`src/rtl/pausible_pkg.sv`:
```
// rtl/pausible_pkg.sv - shared types and constants for the pausible-clock ports
// Contents: transfer FSM state encoding, xfer counter width, default grant synchronizer depth.
package pausible_pkg;

    typedef enum logic [1:0] {
        ST_IDLE    = 2'd0,
        ST_REQ     = 2'd1,
        ST_HOLD    = 2'd2,
        ST_RELEASE = 2'd3
    } state_t;

    localparam int XFER_W              = 16;
    localparam int DEFAULT_SYNC_STAGES = 2;

endpackage

```
`src/rtl/pausible_tx_port_if.sv`:
```
// rtl/pausible_tx_port_if.sv - upstream valid/ready word interface
// Signals: in_valid (word offered), in_ready (sink can accept), in_data (word).
// Modports: master drives words, slave (the tx port) accepts them.
interface pausible_tx_port_if #(
    parameter int WIDTH = 8
);
    logic             in_valid;
    logic             in_ready;
    logic [WIDTH-1:0] in_data;

    modport master (output in_valid, output in_data, input in_ready);
    modport slave  (input in_valid, input in_data, output in_ready);
endinterface

```
`src/rtl/sync_ff.sv`:
```
// rtl/sync_ff.sv - reset-clearing multi-flop synchronizer for one asynchronous bit
// Ports: clock, rst (sync active-high, clears every stage), d (async input), q (last stage).
module sync_ff #(
    parameter int STAGES = 2
) (
    input  logic clock,
    input  logic rst,
    input  logic d,
    output logic q
);

    logic [STAGES-1:0] ff;

    always_ff @(posedge clock) begin
        if (rst) begin
            ff <= '0;
        end else begin
            ff <= {ff[STAGES-2:0], d};
        end
    end

    assign q = ff[STAGES-1];

endmodule

```
`src/rtl/pausible_tx_port.sv`:
```
// rtl/pausible_tx_port.sv - FIFO-buffered sender into a pausible-clock domain
// Ports: clock, rst (sync active-high); up (slave valid/ready word input);
//        req (registered request to the pausible clock), grant (async grant back);
//        data_out (bundled word, stable while req/grant handshake is open);
//        busy (transfer in progress), xfer_count (completed transfers, wraps).
module pausible_tx_port
    import pausible_pkg::*;
#(
    parameter int WIDTH       = 8,
    parameter int DEPTH       = 4,
    parameter int SYNC_STAGES = DEFAULT_SYNC_STAGES,
    parameter int HOLD        = 2
) (
    input  logic                clock,
    input  logic                rst,
    pausible_tx_port_if.slave   up,
    output logic                req,
    input  logic                grant,
    output logic [WIDTH-1:0]    data_out,
    output logic                busy,
    output logic [XFER_W-1:0]   xfer_count
);

    localparam int AW = $clog2(DEPTH);
    localparam int CW = $clog2(DEPTH + 1);
    localparam int HW = (HOLD > 1) ? $clog2(HOLD) : 1;
    localparam logic [HW-1:0] HOLD_INIT = HW'(HOLD - 1);

    logic             grant_s;

    state_t           state_q, state_d;
    logic [HW-1:0]    hold_q, hold_d;
    logic             req_q, req_d;
    logic             load_data;
    logic             pop;
    logic             push;

    logic [WIDTH-1:0] mem [DEPTH];
    logic [AW-1:0]    wr_ptr, rd_ptr;
    logic [CW-1:0]    count_q, count_d;
    logic             in_ready_q;
    logic [WIDTH-1:0] data_q;
    logic [XFER_W-1:0] xfer_q;

    sync_ff #(.STAGES(SYNC_STAGES)) u_grant_sync (
        .clock (clock),
        .rst   (rst),
        .d     (grant),
        .q     (grant_s)
    );

    // State register; req is flopped from the next state so it never glitches.
    always_ff @(posedge clock) begin
        if (rst) begin
            state_q <= ST_IDLE;
            hold_q  <= '0;
            req_q   <= 1'b0;
        end else begin
            state_q <= state_d;
            hold_q  <= hold_d;
            req_q   <= req_d;
        end
    end

    // Next-state logic. A grant still high from an earlier handshake (or from
    // before reset) blocks a new request until it is seen low.
    always_comb begin
        state_d   = state_q;
        hold_d    = hold_q;
        load_data = 1'b0;
        pop       = 1'b0;
        case (state_q)
            ST_IDLE: begin
                if (count_q != '0 && !grant_s) begin
                    state_d   = ST_REQ;
                    load_data = 1'b1;
                end
            end
            ST_REQ: begin
                if (grant_s) begin
                    state_d = ST_HOLD;
                    hold_d  = HOLD_INIT;
                end
            end
            ST_HOLD: begin
                if (hold_q == '0) begin
                    state_d = ST_RELEASE;
                end else begin
                    hold_d = hold_q - 1'b1;
                end
            end
            ST_RELEASE: begin
                if (!grant_s) begin
                    state_d = ST_IDLE;
                    pop     = 1'b1;
                end
            end
            default: state_d = ST_IDLE;
        endcase
    end

    // Output decode.
    always_comb begin
        req_d = (state_d == ST_REQ) || (state_d == ST_HOLD);
        busy  = (state_q != ST_IDLE);
    end

    // FIFO: no bypass, push gated by the registered ready so a full FIFO
    // refuses even on the pop edge.
    assign push    = up.in_valid && in_ready_q;
    assign count_d = count_q + CW'(push) - CW'(pop);

    always_ff @(posedge clock) begin
        if (push) begin
            mem[wr_ptr] <= up.in_data;
        end
    end

    always_ff @(posedge clock) begin
        if (rst) begin
            wr_ptr     <= '0;
            rd_ptr     <= '0;
            count_q    <= '0;
            in_ready_q <= 1'b1;
        end else begin
            if (push) begin
                wr_ptr <= wr_ptr + 1'b1;
            end
            if (pop) begin
                rd_ptr <= rd_ptr + 1'b1;
            end
            count_q    <= count_d;
            in_ready_q <= (count_d != CW'(DEPTH));
        end
    end

    // Bundled data is captured once per transfer and held until the pop.
    always_ff @(posedge clock) begin
        if (rst) begin
            data_q <= '0;
            xfer_q <= '0;
        end else begin
            if (load_data) begin
                data_q <= mem[rd_ptr];
            end
            if (pop) begin
                xfer_q <= xfer_q + XFER_W'(1);
            end
        end
    end

    assign up.in_ready = in_ready_q;
    assign req         = req_q;
    assign data_out    = data_q;
    assign xfer_count  = xfer_q;

endmodule

```
`src/flat_wrapper.sv`:
```
// flat-port wrapper written by rule: the top's interface ports become plain ports
module pausible_tx_port_flat import pausible_pkg::*;
#(
    parameter int WIDTH       = 8,
    parameter int DEPTH       = 4,
    parameter int SYNC_STAGES = DEFAULT_SYNC_STAGES,
    parameter int HOLD        = 2
)
  (clock, rst, req, grant, data_out, busy, xfer_count, up_in_valid, up_in_data, up_in_ready);
  pausible_tx_port_if #(.WIDTH(WIDTH)) up_i ();
  input  logic clock;
  input  logic rst;
  output logic req;
  input  logic grant;
  output logic [WIDTH-1:0] data_out;
  output logic busy;
  output logic [XFER_W-1:0] xfer_count;
  input wire logic [$bits(up_i.in_valid)-1:0] up_in_valid;
  input wire logic [$bits(up_i.in_data)-1:0] up_in_data;
  output wire logic [$bits(up_i.in_ready)-1:0] up_in_ready;
  assign up_i.in_valid = up_in_valid;
  assign up_i.in_data = up_in_data;
  assign up_in_ready = up_i.in_ready;
  pausible_tx_port #(.WIDTH(WIDTH), .DEPTH(DEPTH), .SYNC_STAGES(SYNC_STAGES), .HOLD(HOLD)) u_core (.clock(clock), .rst(rst), .up(up_i), .req(req), .grant(grant), .data_out(data_out), .busy(busy), .xfer_count(xfer_count));
endmodule
```
`config.mk`:
```
export PLATFORM = sky130hd
export DESIGN_NAME = pausible_tx_port_flat
export DESIGN_NICKNAME = d
export VERILOG_FILES = /design/src/rtl/pausible_pkg.sv /design/src/rtl/pausible_tx_port_if.sv /design/src/rtl/sync_ff.sv /design/src/rtl/pausible_tx_port.sv /design/src/flat_wrapper.sv
export SDC_FILE = /design/constraint.sdc
export NUM_CORES = 1
export LEC_CHECK = 0
export ABC_AREA = 1
export CAP_MARGIN = 20
export CORE_MARGIN = 1.5
export CORE_UTILIZATION = 45
export CTS_CLUSTER_DIAMETER = 150
export DETAILED_ROUTE_END_ITERATION = 8
export DONT_BUFFER_PORTS = 1
export PLACE_DENSITY = 0.65
export SLEW_MARGIN = 20
export SYNTH_ARGS = -nofsm -noshare
export SYNTH_HDL_FRONTEND = slang
export SYNTH_SLANG_ARGS = --single-unit
```
`constraint.sdc`:
```
create_clock -name clock -period 2 [get_ports clock]
set_input_delay 0.4 -clock clock [delete_from_list [all_inputs] [get_ports clock]]
set_output_delay 0.4 -clock clock [all_outputs]
set_load 0.01 [all_outputs]
```
== Yosys cells after proc, flatten, opt, wreduce, memory -nomap -nowiden ==
Memories as Yosys holds them, arrays and structs flattened. A register that Yosys moved wholly into a read port is not among the register bits.
Index checks and enable logic that the tools add are counted.

* Register bits: 30
* Memory bits (writable): 32
* Logic and storage cells: 46
* Memories: 1

{| class="wikitable"
|+ Memories
! memory !! words !! width !! read ports !! clocked after Yosys merged registers in !! wr ports !! RTL line !! source
|-
| u_core.mem || 4 || 8 || 1 || 1 || 1 || pausible_tx_port.sv:38 || <nowiki>logic [WIDTH-1:0] mem [DEPTH];</nowiki>
|}

* $add $sub $neg: 6
* Equality and inequality tests: 7
* Muxes and demuxes: 14
* Reduce and logical (&&, ||, !) cells: 9

{| class="wikitable"
|+ Operator list
! kind !! number
|-
| 16-bit by 1-bit adder with 16-bit output (second input constant) || 1
|-
| 1-bit 2-to-1 mux || 8
|-
| 2-bit 2-to-1 mux || 4
|-
| 2-bit one-hot mux with 4 select lines || 1
|-
| 2-bit == test (second input constant) || 3
|-
| 2-bit by 1-bit adder with 2-bit output (second input constant) || 2
|-
| 2-bit by 1-bit == test with 1-bit output (second input constant) || 2
|-
| 2-bit nonzero test || 2
|-
| 3-bit by 1-bit adder with 3-bit output || 1
|-
| 3-bit != test (second input constant) || 1
|-
| 3-bit nonzero test || 1
|-
| 3-bit by 1-bit subtractor with 3-bit output || 1
|-
| 1-bit logical AND || 2
|-
| 2-bit zero test || 1
|-
| 2-bit != test (second input constant) || 1
|-
| 1-bit one-hot mux with 2 select lines || 1
|-
| 2-bit AND reduction || 1
|-
| 1-bit zero test || 1
|-
| 1-bit logical OR || 1
|-
| 1-bit subtractor (second input constant) || 1
|}

== Depth between registers and ports, before layout ==
Gate-level depths: netlist (run 1).

* Depth in word-level cells: 6
* Depth in mapped cells: 10

== Cells and area by module ==
Synthesis (run 1) repeated with hierarchy kept, for this count alone.

* Cell total of the unflattened synthesis: 324
* Area total of the unflattened synthesis: 2,924.1 µm²

{| class="wikitable"
|+ By module, submodules not included
! module !! instances !! cells an instance !! area each (µm²) !! sequential area each (µm²)
|-
| pausible_tx_port || 1 || 318 || 2,869.0 || 1,681.6
|-
| sync_ff || 1 || 6 || 55.1 || 40.0
|}

== Least setup slack after synthesis (run 1) ==
Ideal clock, no wire load.

* Path type: input port to flip-flop
* Start: input port up_in_valid
* End: register u_core.in_ready_q, in the netlist u_core.up.in_ready
* Arrival: 1.681 ns
* Slack: 0.196 ns
* Stages on the path: 9
* Buffers on the path: 0
* Cell sequence: nand2_1 ha_1 inv_1 ha_1 fa_1 nand2_1 nand2_1 nor2_1 nand3_1

* Word-level cells in the longest chain between the ends: 4

{| class="wikitable"
|+ RTL lines
! element !! RTL line !! source
|-
| start, declared || flat_wrapper.sv:18 || <nowiki>input wire logic [$bits(up_i.in_valid)-1:0] up_in_valid;</nowiki>
|-
| 1-bit logical AND || pausible_tx_port.sv:110 || <nowiki>assign push = up.in_valid && in_ready_q;</nowiki>
|-
| 3-bit by 1-bit adder with 3-bit output || pausible_tx_port.sv:111 || <nowiki>assign count_d = count_q + CW'(push) - CW'(pop);</nowiki>
|-
| 3-bit by 1-bit subtractor with 3-bit output || pausible_tx_port.sv:111 ||
|-
| 3-bit != test || pausible_tx_port.sv:133 || <nowiki>in_ready_q <= (count_d != CW'(DEPTH));</nowiki>
|-
| end signal, assigned || pausible_tx_port.sv:133 ||
|-
| end, declared || pausible_tx_port.sv:41 || <nowiki>logic in_ready_q;</nowiki>
|}

Every way passes these cells.
A chain may end at the register's enable or synchronous reset.

== Worst setup path in the final report (run 1) ==
* Start: register u_core.state_q[0]
* End: register u_core.in_ready_q, in the netlist u_core.up.in_ready

* Word-level cells in the longest chain between the ends: 4

{| class="wikitable"
|+ RTL lines
! element !! RTL line !! source
|-
| start, declared || pausible_tx_port.sv:31 || <nowiki>state_t state_q, state_d;</nowiki>
|-
| start signal, assigned || pausible_tx_port.sv:59 || <nowiki>state_q <= state_d;</nowiki>
|-
| 2-bit == test || pausible_tx_port.sv:72 || <nowiki>case (state_q)</nowiki>
|-
| 1-bit 2-to-1 mux || pausible_tx_port.sv:72 ||
|-
| named net u_core.pop || pausible_tx_port.sv:35 || <nowiki>logic pop;</nowiki>
|-
| 3-bit by 1-bit subtractor with 3-bit output || pausible_tx_port.sv:111 ||
|-
| 3-bit != test || pausible_tx_port.sv:133 ||
|}

The timed path passes the listed nets, and every way through them passes these cells.

==> results of run 1 <==
cell families (layout without fill, tap and decap cells):
logic type | after synthesis | after routing | synth area share (%)
AO/OA/AOI/OAI | 55 | 55 | 9.603
XOR/XNOR | 2 | 2 | 0.5847
adder cells (fa/ha/maj) | 8 | 8 | 3.591
buffers and inverters | 55 | 74 | 7.265
flip-flops | 70 | 70 | 57.45
AND/OR/NAND/NOR | 145 | 145 | 21.50
sequential cells by signal, summed over array words and instances, names as in the netlist, 2 cells and up:
signal	flops
u_core.mem	32
u_core.data_out	8
u_core.rd_ptr	2
u_core.xfer_count	16
u_core.u_grant_sync.ff	2
u_core.state_q	2
u_core.wr_ptr	2
u_core.count_q	3
per-stage QoR:
stage                     power [mW]  hold slack, ns  std cells  area, um2
after floorplan                2.439          0.3883        335       2997
after global placement         2.634          0.3908        415       3131
after detailed placement       2.650          0.4019        415       3131
after CTS                      4.054          0.1037        431       3374
after global routing           4.242         0.09679        431       3376
final                          4.009          0.1213        431       3376
critical path, stage by stage (launching register included):
cell	delay, ns
dfxtp_1	0.36
nand2_2	0.13
nor2_8	0.04
ha_1	0.27
inv_1	0.04
ha_1	0.19
fa_1	0.39
nand2_1	0.08
nand2_1	0.05
nor2_1	0.12
nand3_1	0.08
final timing paths:
path | startpoint | to | slack [ns]
setup / recovery | u_core.state_q[0] | u_core.up.in_ready | 0.16
hold / removal | rst | u_core.xfer_count[10] | 0.12
setup reg to reg | u_core.state_q[0] | u_core.up.in_ready | 0.16
hold reg to reg | u_core.u_grant_sync.ff[0] | u_core.u_grant_sync.ff[1] | 0.40
Yosys cell counts:
library cell and n:
a21oi_1 11, buf_2 3, buf_4 2, clkbuf_1 2, dfxtp_1 38, edfxtp_1 32, fa_1 1, ha_1 7
inv_1 47, inv_2 1, nand2_1 50, nand2_2 2, nand2_4 2, nand3_1 7, nand3_2 2, nand4_1 8
nor2_1 68, nor2_2 3, nor2_4 2, nor2_8 1, o21ai_0 35, o21bai_1 1, o22ai_1 8, xnor2_1 2
layout make-up:
class	instances	area, um2	share of cell area (%)
Timing Repair Buffer	10	75.07	2.224
Multi-Input combinational cell	210	1057	31.32
Inverter	48	180.2	5.337
Tap cell	77	96.34	2.854
Clock buffer	9	123.9	3.669
Clock inverter	7	120.1	3.558
Sequential cell	70	1723	51.04
power by group through the flow:
stage	Clock (mW)	Combinational, mW	Sequential (mW)
global placement	0	0.689	1.94
floorplan	0	0.531	1.91
CTS	1.42	0.722	1.91
detailed placement	0	0.704	1.95
finish	1.39	0.711	1.91
global route	1.48	0.828	1.94
routing by layer:
metal  wire (um)  track usage (%)  up-vias
met2        2855            27.85       50
met3         319            5.703        6
met5           0                0        -
met1        2574            20.85      954
li1            -                -     1117
met4          44            6.891        0
==> metrics.md, run 1 <==
| Metric | Value |
|---|---|
| Hold-fix buffers, CTS | `0` |
| Synth top area cells | `edfxtp_1 32%, dfxtp_1 25%, nor2_1 8.5%` |
| Initial antenna violation count | `0` |
| Worst-path clk slew | `roughly 0.08 ns` |
| Synth Cell Area | `approximately 0.003 mm2` |
| Comb pwr share | `around 18%` |
| DP Wirelength | `3.916 mm` |
| Number of cell rows | `29` |
| Routed Antenna Nets | `0` |
| Fill cell total of the finished layout | `between 500 and 600` |
| Overflow after GRT | `0` |
| Io pins | `39` |
| Layout Utilization | `52.86%` |
| Reg2Reg Depth | `10` |
| P&R area growth vs syn | `12.65%` |
| CTS tree | `done` |
| RSZ-0062 raised after global routing | `false` |
| Power Internal | `around 2.8 mW` |
| Commonest non-fill, non-tap cell in the layout | `nor2_1` |
| Pre-CTS WS | `0.1752 ns` |
| Via density | `between 4 and 5` |
| CP endpoint kind | `register` |
| Share of layout cells above drive strength 1 | `between 10 and 15%` |
| Ant diodes | `0` |
| Yosys top cell by area | `edfxtp_1` |
| Nets | `roughly 370` |
| Reg power frac | `47.7%` |
| Min-delay worst type | `in -> reg` |
| Critical Path RT | `2.22 ns` |
| DRT Wirelength | `between 5 and 6 mm` |
| CP startpoint kind | `register` |
| Num CTS Buffers | `9` |
| Setup Fix Bufs, Post-CTS | `0` |
| Clk Latency, worst-skew pair | `approximately 0.33 ns` |
| #FFs+latches synth | `70` |
| Crit Path Class | `reg -> reg` |
| Gpl congestion | `around 0.89` |
| Post-cts resize count | `0` |
| Hold path depth | `1` |
| Pleak | `1.388 nW` |
| Starting Density | `between 40% and 50%` |
| Setup tns final | `0 ns` |
| Max Transition Viols Final | `0` |
| Max VDD drop | `around 0.52 mV` |
| CP Data Arrival Time | `2.07 ns` |
| H-tree depth | `3` |
| Final setup fails | `0` |
| Mapped Avg Cell Area | `~9 um2` |
| Most frequent cells in the layout | `68 x nor2_1, 50 x nand2_1, 47 x inv_1` |
| F_max | `between 500 and 600 MHz` |
| Clock power share | `between 30% and 40%` |
| Overall Global Routing Usage | `around 17%` |
| Rel. slew slack | `a little over two thirds` |
| Fin crit period | `1.845 ns` |
| Drt drc | `0` |
| Syn_nets | `around 360` |
| Skew final | `0.005416 ns` |
| Top cell type's share of synthesized area | `approximately 32%` |
| PnR worst setup slack | `between 0.15 and 0.2 ns` |
| Power Density | `1188 mW/mm2` |
| DRT iter0 DRCs | `62` |
| Vias | `about 2100` |
| Net Switching | `~1.2 mW` |
| CTS root buffer | `clkbuf_8` |
| Core ar. | `approximately 0.0064 mm2` |
| Clock sinks | `70` |
| Yosys cell types | `24` |
| Wire length per cell | `13.44 um` |
| Drt pass-1 iters | `4` |
| Max FO, Critical Path | `6` |
| Status | `finished clean` |
| Final critical-path share of the clock period | `between 90% and 100%` |
| Ys Warns | `0` |
| Port bufs | `0` |
| Die Y | `about 85 um` |
| Maximum number of pins on one net before global-route repair | `18` |
| Die area | `0.007158 mm2` |
| Vias in the first global route | `2033` |
| Sequential element share of the synthesized area | `between 50 and 60%` |
| Max Cap Violations | `0` |
| Worst slew pin tran | `approximately 0.46 ns` |
| First-pass GRT wire length | `9.515 mm` |
| Post-synthesis cell count | `approximately 340` |
| Sw Share | `roughly 30%` |
| CTS Buffer Depth | `2` |
| Hold Vio Cnt, Final | `0` |
| Die Span X | `approximately 85 um` |
Power figures use the tool's default switching activity.
==> run 2: changes to the inputs <==
Settings changed: SYNTH_HIERARCHICAL set to 1.
==> metrics.md, run 2 <==
| Metric | Value |
|---|---|
| Worst slew pin tran | `about 0.51 ns` |
| Final instance area | `approximately 0.0032 mm2` |
| Status | `finished clean` |
| CTS Buffer Depth | `2` |
| Hold Vio Cnt, Final | `0` |
| Starting Density | `46.31%` |
| Reg2Reg Setup Slack | `roughly 0.14 ns` |
| Vias in the first global route | `2026` |
| Core ar. | `~0.0063 mm2` |
| Tot Pwr | `3.614 mW` |
| Via density | `between 5 and 6` |
| Number of cell rows | `29` |
| Top cell type's share of synthesized area | `about 33%` |
| Non-Filler Instances | `420` |
| CTS tree | `done` |
| DRT iter0 DRCs | `between 60 and 70` |
| DRT Wirelength | `between 5 and 6 mm` |
| Reg-to-Reg Start | `u_core/state_q[1]` |
| Gpl congestion | `between 0.8 and 0.9` |
| Async SR Flop Fraction | `0%` |
| #FFs+latches synth | `70` |
| Main synth FF type | `dfxtp_1` |
| Top Usage Layer GRT | `met2` |
| DP Wirelength | `a little under 4 mm` |
| Beginning of the critical path | `u_core/state_q[1]` |
| Final setup fails | `0` |
| Worst-path clk slew | `roughly 0.070 ns` |
| Most frequent cells in the layout | `65 x nor2_1, 44 x nand2_1, 42 x inv_1` |
| Clock sinks | `70` |
| Overflow after GRT | `0` |
| Post-synthesis cell count | `324` |
| Drt drc | `0` |
| Post-synth EDFFs | `32` |
| Port bufs | `0` |
| Mapped Avg Cell Area | `roughly 9 um2` |
| PnR worst setup slack | `around 0.14 ns` |
| Inst Count DP | `between 400 and 500` |
| FF+latch area | `about 0.0017 mm2` |
| Max Transition Viols Final | `0` |
| Pleak | `1.249 nW` |
| Ant diodes | `0` |
| Min-delay worst type | `in -> reg` |
| Maximum number of pins on one net before global-route repair | `18` |
| Ys Warns | `6` |
| Met2 Use GR | `between 20% and 30%` |
| CTS root buffer | `clkbuf_8` |
| Sequential element share of the synthesized area | `~59%` |
| Multi-input combinational cell area | `0.001005 mm2` |
| Synth top area cells | `edfxtp_1 33%, dfxtp_1 26%, nor2_1 8.3%` |
| Met1 usage | `about a fifth` |
| P&R area growth vs syn | `10.14%` |
| Critical Path RT | `approximately 2.2 ns` |
| Max Cap Violations | `0` |
| Syn_nets | `approximately 340` |
| Power Density | `around 1100 mW/mm2` |
| Num CTS Buffers | `9` |
| Crit Path Class | `reg -> reg` |
| Post-DP Area | `~0.0030 mm2` |
| Commonest non-fill, non-tap cell in the layout | `nor2_1` |
| Pre-CTS WS | `around 0.093 ns` |
| CP startpoint kind | `register` |
| Number of flip-flops in the largest register | `32` |
| Rel. slew slack | `65.76%` |
| RSZ-0062 raised after global routing | `false` |
| Fill cell total of the finished layout | `about 600` |
| Wire length per cell | `about 14 um` |
| Fin crit period | `~1.9 ns` |
| Yosys top cell by area | `edfxtp_1` |
| Initial antenna violation count | `0` |
| Min-delay src | `rst` |
| Reg2Reg Depth | `11` |
| Yosys cell types | `21` |
| Critical Path End | `u_core/up.in_ready` |
| Die Y | `around 84 um` |
| H-tree depth | `3` |
| F_max | `~540 MHz` |
| Clk Latency, worst-skew pair | `around 0.34 ns` |
| Share of layout cells above drive strength 1 | `between 10% and 20%` |
| Drt pass-1 iters | `4` |
| Max VDD drop | `about 0.66 mV` |
| Max FO, Critical Path | `3` |
| Final critical-path share of the clock period | `slightly above 90%` |
| Skew final | `between 0.006 and 0.007 ns` |
| Largest reg by FF count | `u_core/mem` |
| Io pins | `39` |
| Worst reg2reg endpoint | `u_core/up.in_ready` |
| Setup tns final | `0 ns` |
| Met3 usage | `between 5 and 6%` |
| Synth Cell Area | `between 0.002 and 0.003 mm2` |
| Die area | `0.006991 mm2` |
| CP endpoint kind | `register` |
| Overall Global Routing Usage | `17.68%` |
| Count leader, synth | `nor2_1` |
| CP Data Arrival Time | `about 2.1 ns` |
| Routed Antenna Nets | `0` |
| Vias | `about 2100` |
| Nets | `around 360` |
| Die Span X | `around 84 um` |
| Synth top cells by count | `65 x nor2_1, 44 x nand2_1, 43 x inv_1` |
| First-pass GRT wire length | `between 9 and 10 mm` |
run 2: changes by cell type after synthesis, moves of 2 or more:
cell     delta
nand2_4     -2
o21ai_0     +3
inv_1       -4
nand4_1     -3
nand3_1     +4
nand2_1     -6
a21oi_1     +3
nor2_1      -3
run 2: final cells by class:
class	count	area share, %
tap	77	2.991
clock inverter	4	0.7382
clock buffer	12	4.196
inverter	43	5.012
timing repair buffer	10	2.331
multi-input combinational	204	31.20
sequential	70	53.54
run 2: worst min-delay path by stage:
stage / cells past startpoint / to
after floorplan: 2 / u_core/u_grant_sync/ff[1]
after global placement: 2 / u_core/u_grant_sync/ff[1]
after detailed placement: 2 / u_core/u_grant_sync/ff[1]
after CTS: 1 / u_core/count_q[1]
after global routing: 1 / u_core/u_grant_sync/ff[1]
final: 1 / u_core/u_grant_sync/ff[1]
run 2: critical path: stages, from the launching register on:
cell and delay, ns:
dfxtp_2 0.35, nand2_2 0.07, nor2_4 0.09, ha_1 0.25
inv_1 0.06, ha_1 0.13, inv_1 0.05, fa_2 0.34
inv_2 0.06, o21ai_0 0.08, a21oi_1 0.17, nand3_1 0.10
run 2: where the power goes:
group,total [mW],switching (mW),internal (mW)
Sequential,1.90,0.162,1.74
Clock,0.964,0.516,0.448
Combinational,0.752,0.482,0.270
run 2: layer usage:
metal	up-vias	wire, um	share of wire (%)
met3	6	390	6.8
met5	-	0	0
met4	0	73	1.3
li1	1087	-	-
met2	53	2764	48
met1	984	2513	44
run 2: metrics by stage:
stage	hold WS [ns]	utilization (%)
3_3_place_gp	0.4117	48.30
6_report	0.1190	51.01
2_1_floorplan	0.3883	-
4_1_cts	0.1021	50.81
5_1_grt	0.1016	51.01
3_5_place_dp	0.4193	48.30
run 2: kinds of logic after synthesis:
group                    share of synthesized area [%]
XOR/XNOR                                        0.2996
AND/OR/NAND/NOR                                  19.68
AO/OA/AOI/OAI                                    10.61
adder cells (fa/ha/maj)                          3.680
flip-flops                                       58.88
buffers and inverters                            6.846
run 2: repair_timing:
action / 4_1_cts / 5_1_grt
hold buffers: 0 / 0
resized for setup: 0 / 4
buffers inserted: 0 / 1
setup endpoints to repair: 0 / 1
==> run 3: changes to the inputs <==
Settings changed: ABC_CLOCK_PERIOD_IN_PS set to 2000, CORE_UTILIZATION 45 to 55, PLACE_DENSITY 0.65 to 0.75.
==> metrics.md, run 3 (same netlist as run 2, synthesis figures left out) <==
| Metric | Value |
|---|---|
| Status | `finished clean` |
| Met3 usage | `6.024%` |
| DP Wirelength | `3.694 mm` |
| Hold Vio Cnt, Final | `0` |
| CP dominant cell by count | `inv_1` |
| Clock power share | `between 30% and 40%` |
| Critical Path RT | `~2.2 ns` |
| Vias | `2148` |
| Sw Share | `between 20% and 30%` |
| Clock sinks | `70` |
| Vias in the first global route | `around 2000` |
| Top Usage Layer GRT | `met2` |
| CP startpoint kind | `register` |
| Worst path cell trace | `nand2_4 -> nor2_4 -> ha_1 -> inv_1 -> ha_1 -> inv_1 -> fa_1 -> inv_1 -> o21ai_1 -> a21oi_1 -> nand3_1` |
| Maximum number of pins on one net before global-route repair | `21` |
| Io pins | `39` |
| Die area | `0.005763 mm2` |
| Commonest non-fill, non-tap cell in the layout | `nor2_1` |
| Final setup fails | `0` |
| Setup tns final | `0 ns` |
| CTS root buffer | `clkbuf_8` |
| Overall Global Routing Usage | `about a fifth` |
| CTS Buffer Depth | `2` |
| Die Span X | `75.92 um` |
| DRT iter0 DRCs | `about 110` |
| H-tree depth | `3` |
| Comb pwr share | `a little under a fifth` |
| Drt pass-1 iters | `4` |
| Ant diodes | `0` |
| F_max | `between 500 and 600 MHz` |
| PnR worst setup slack | `about 0.16 ns` |
| CTS tree | `done` |
| Skew final | `0.004767 ns` |
| Die Y | `75.92 um` |
| Rel. slew slack | `68.78%` |
| Drt drc | `0` |
| Slowest cell on crit path | `dfxtp_4` |
| Fin crit period | `around 1.8 ns` |
| Pre-CTS WS | `around 0.14 ns` |
| CP Data Arrival Time | `just over 2 ns` |
| Routed Antenna Nets | `0` |
| Pleak | `1.295 nW` |
| Most frequent cells in the layout | `65 x nor2_1, 44 x nand2_1, 43 x inv_1` |
| Gpl congestion | `0.7694` |
| Starting Density | `57.25%` |
| DRT Wirelength | `~5.5 mm` |
| Core ar. | `between 0.005 and 0.006 mm2` |
| WHS | `between 0.1 and 0.15 ns` |
| Max FO, Critical Path | `2` |
| Initial antenna violation count | `0` |
| Met2 Use GR | `31.62%` |
| Nets | `approximately 360` |
| Worst-path clk slew | `0.07 ns` |
| Wire length per cell | `13.35 um` |
| Clk Latency, worst-skew pair | `between 0.3 and 0.4 ns` |
| Reg power frac | `between 40% and 50%` |
| CP endpoint kind | `register` |
| Worst slew pin tran | `0.4678 ns` |
| Final critical-path share of the clock period | `92.16%` |
| Largest reg by FF count | `u_core/mem` |
| CP peak stage delay | `between 0.3 and 0.4 ns` |
| Net Switching | `1.166 mW` |
| Max Transition Viols Final | `0` |
| Num CTS Buffers | `9` |
| Number of flip-flops in the largest register | `32` |
| Share of layout cells above drive strength 1 | `between 10% and 20%` |
| Overflow after GRT | `0` |
| Tot Pwr | `about 3.9 mW` |
| Power Internal | `roughly 2.7 mW` |
| First-pass GRT wire length | `about 9.3 mm` |
| Max VDD drop | `0.6813 mV` |
| Met1 usage | `27.19%` |
| Min-delay worst type | `in -> reg` |
| Via density | `5.201` |
| Max Cap Violations | `0` |
| Number of cell rows | `26` |
| Port bufs | `0` |
| Crit Path Class | `reg -> reg` |
| RSZ-0062 raised after global routing | `false` |
| P&R area growth vs syn | `12.20%` |
| Power Density | `between 1000 and 1500 mW/mm2` |
-- run 3: changes by cell type in the layout (fill, tap and decap cells not counted), sizes merged --
cell | previous run | this run
bufinv | 0 | 2
clkinv | 2 | 3
clkinvlp | 1 | 0
clkbuf | 12 | 10
-- run 3: critical path: cells and delay by family (launching register included) --
kind	cells	cell delay, ns
adders and majority gates	3	0.77
DFF	1	0.36
AOI/OAI and AO/OA	2	0.22
and+or+nand+nor	3	0.19
buffers and inverters	3	0.19
-- run 3: power by group through the flow --
stage	Clock, mW	Sequential, mW	Combinational, mW
5_1_grt	1.34	1.93	0.860
3_3_place_gp	0	1.93	0.696
6_report	1.25	1.91	0.735
4_1_cts	1.29	1.91	0.723
3_5_place_dp	0	1.93	0.716
2_1_floorplan	0	1.91	0.530
-- run 3: per-stage QoR --
step,area [um2],instances,util (%)
finish,3281,413,64.23
global route,3281,413,64.23
CTS,3262,412,63.87
detailed placement,3040,396,59.53
global placement,3040,396,59.53
floorplan,2924,324,-
-- run 3: area by class of cell --
class | instances | area (um2)
Clock buffer | 10 | 137.6
Clock inverter | 6 | 83.83
Fill cell | 421 | 1827
Inverter | 43 | 161.4
Multi-Input combinational cell | 204 | 1007
Sequential cell | 70 | 1728
Tap cell | 70 | 87.58
Timing Repair Buffer | 10 | 75.07
-- run 3: metal layers --
layer	vias up	share of wire, %
li1	1092	-
met1	992	45
met2	54	47
met3	10	6.6
met4	0	1.9
met5	-	0
-- run 3: what timing repair did --
action | in CTS | in global routing
hold buffers | 0 | 0
setup buffers | 0 | 1
endpoints found under the setup margin | 0 | 1
resized for setup | 0 | 6
-- run 3: worst paths after layout --
path,depth (start not counted),startpoint,to,slack [ns]
worst max-delay path,11,u_core/state_q[1],u_core/up.in_ready,0.16
worst max register to register,11,u_core/state_q[1],u_core/up.in_ready,0.16
worst min-delay path,1,rst,u_core/state_q[0],0.11
worst min register to register,2,u_core/u_grant_sync/ff[0],u_core/u_grant_sync/ff[1],0.42
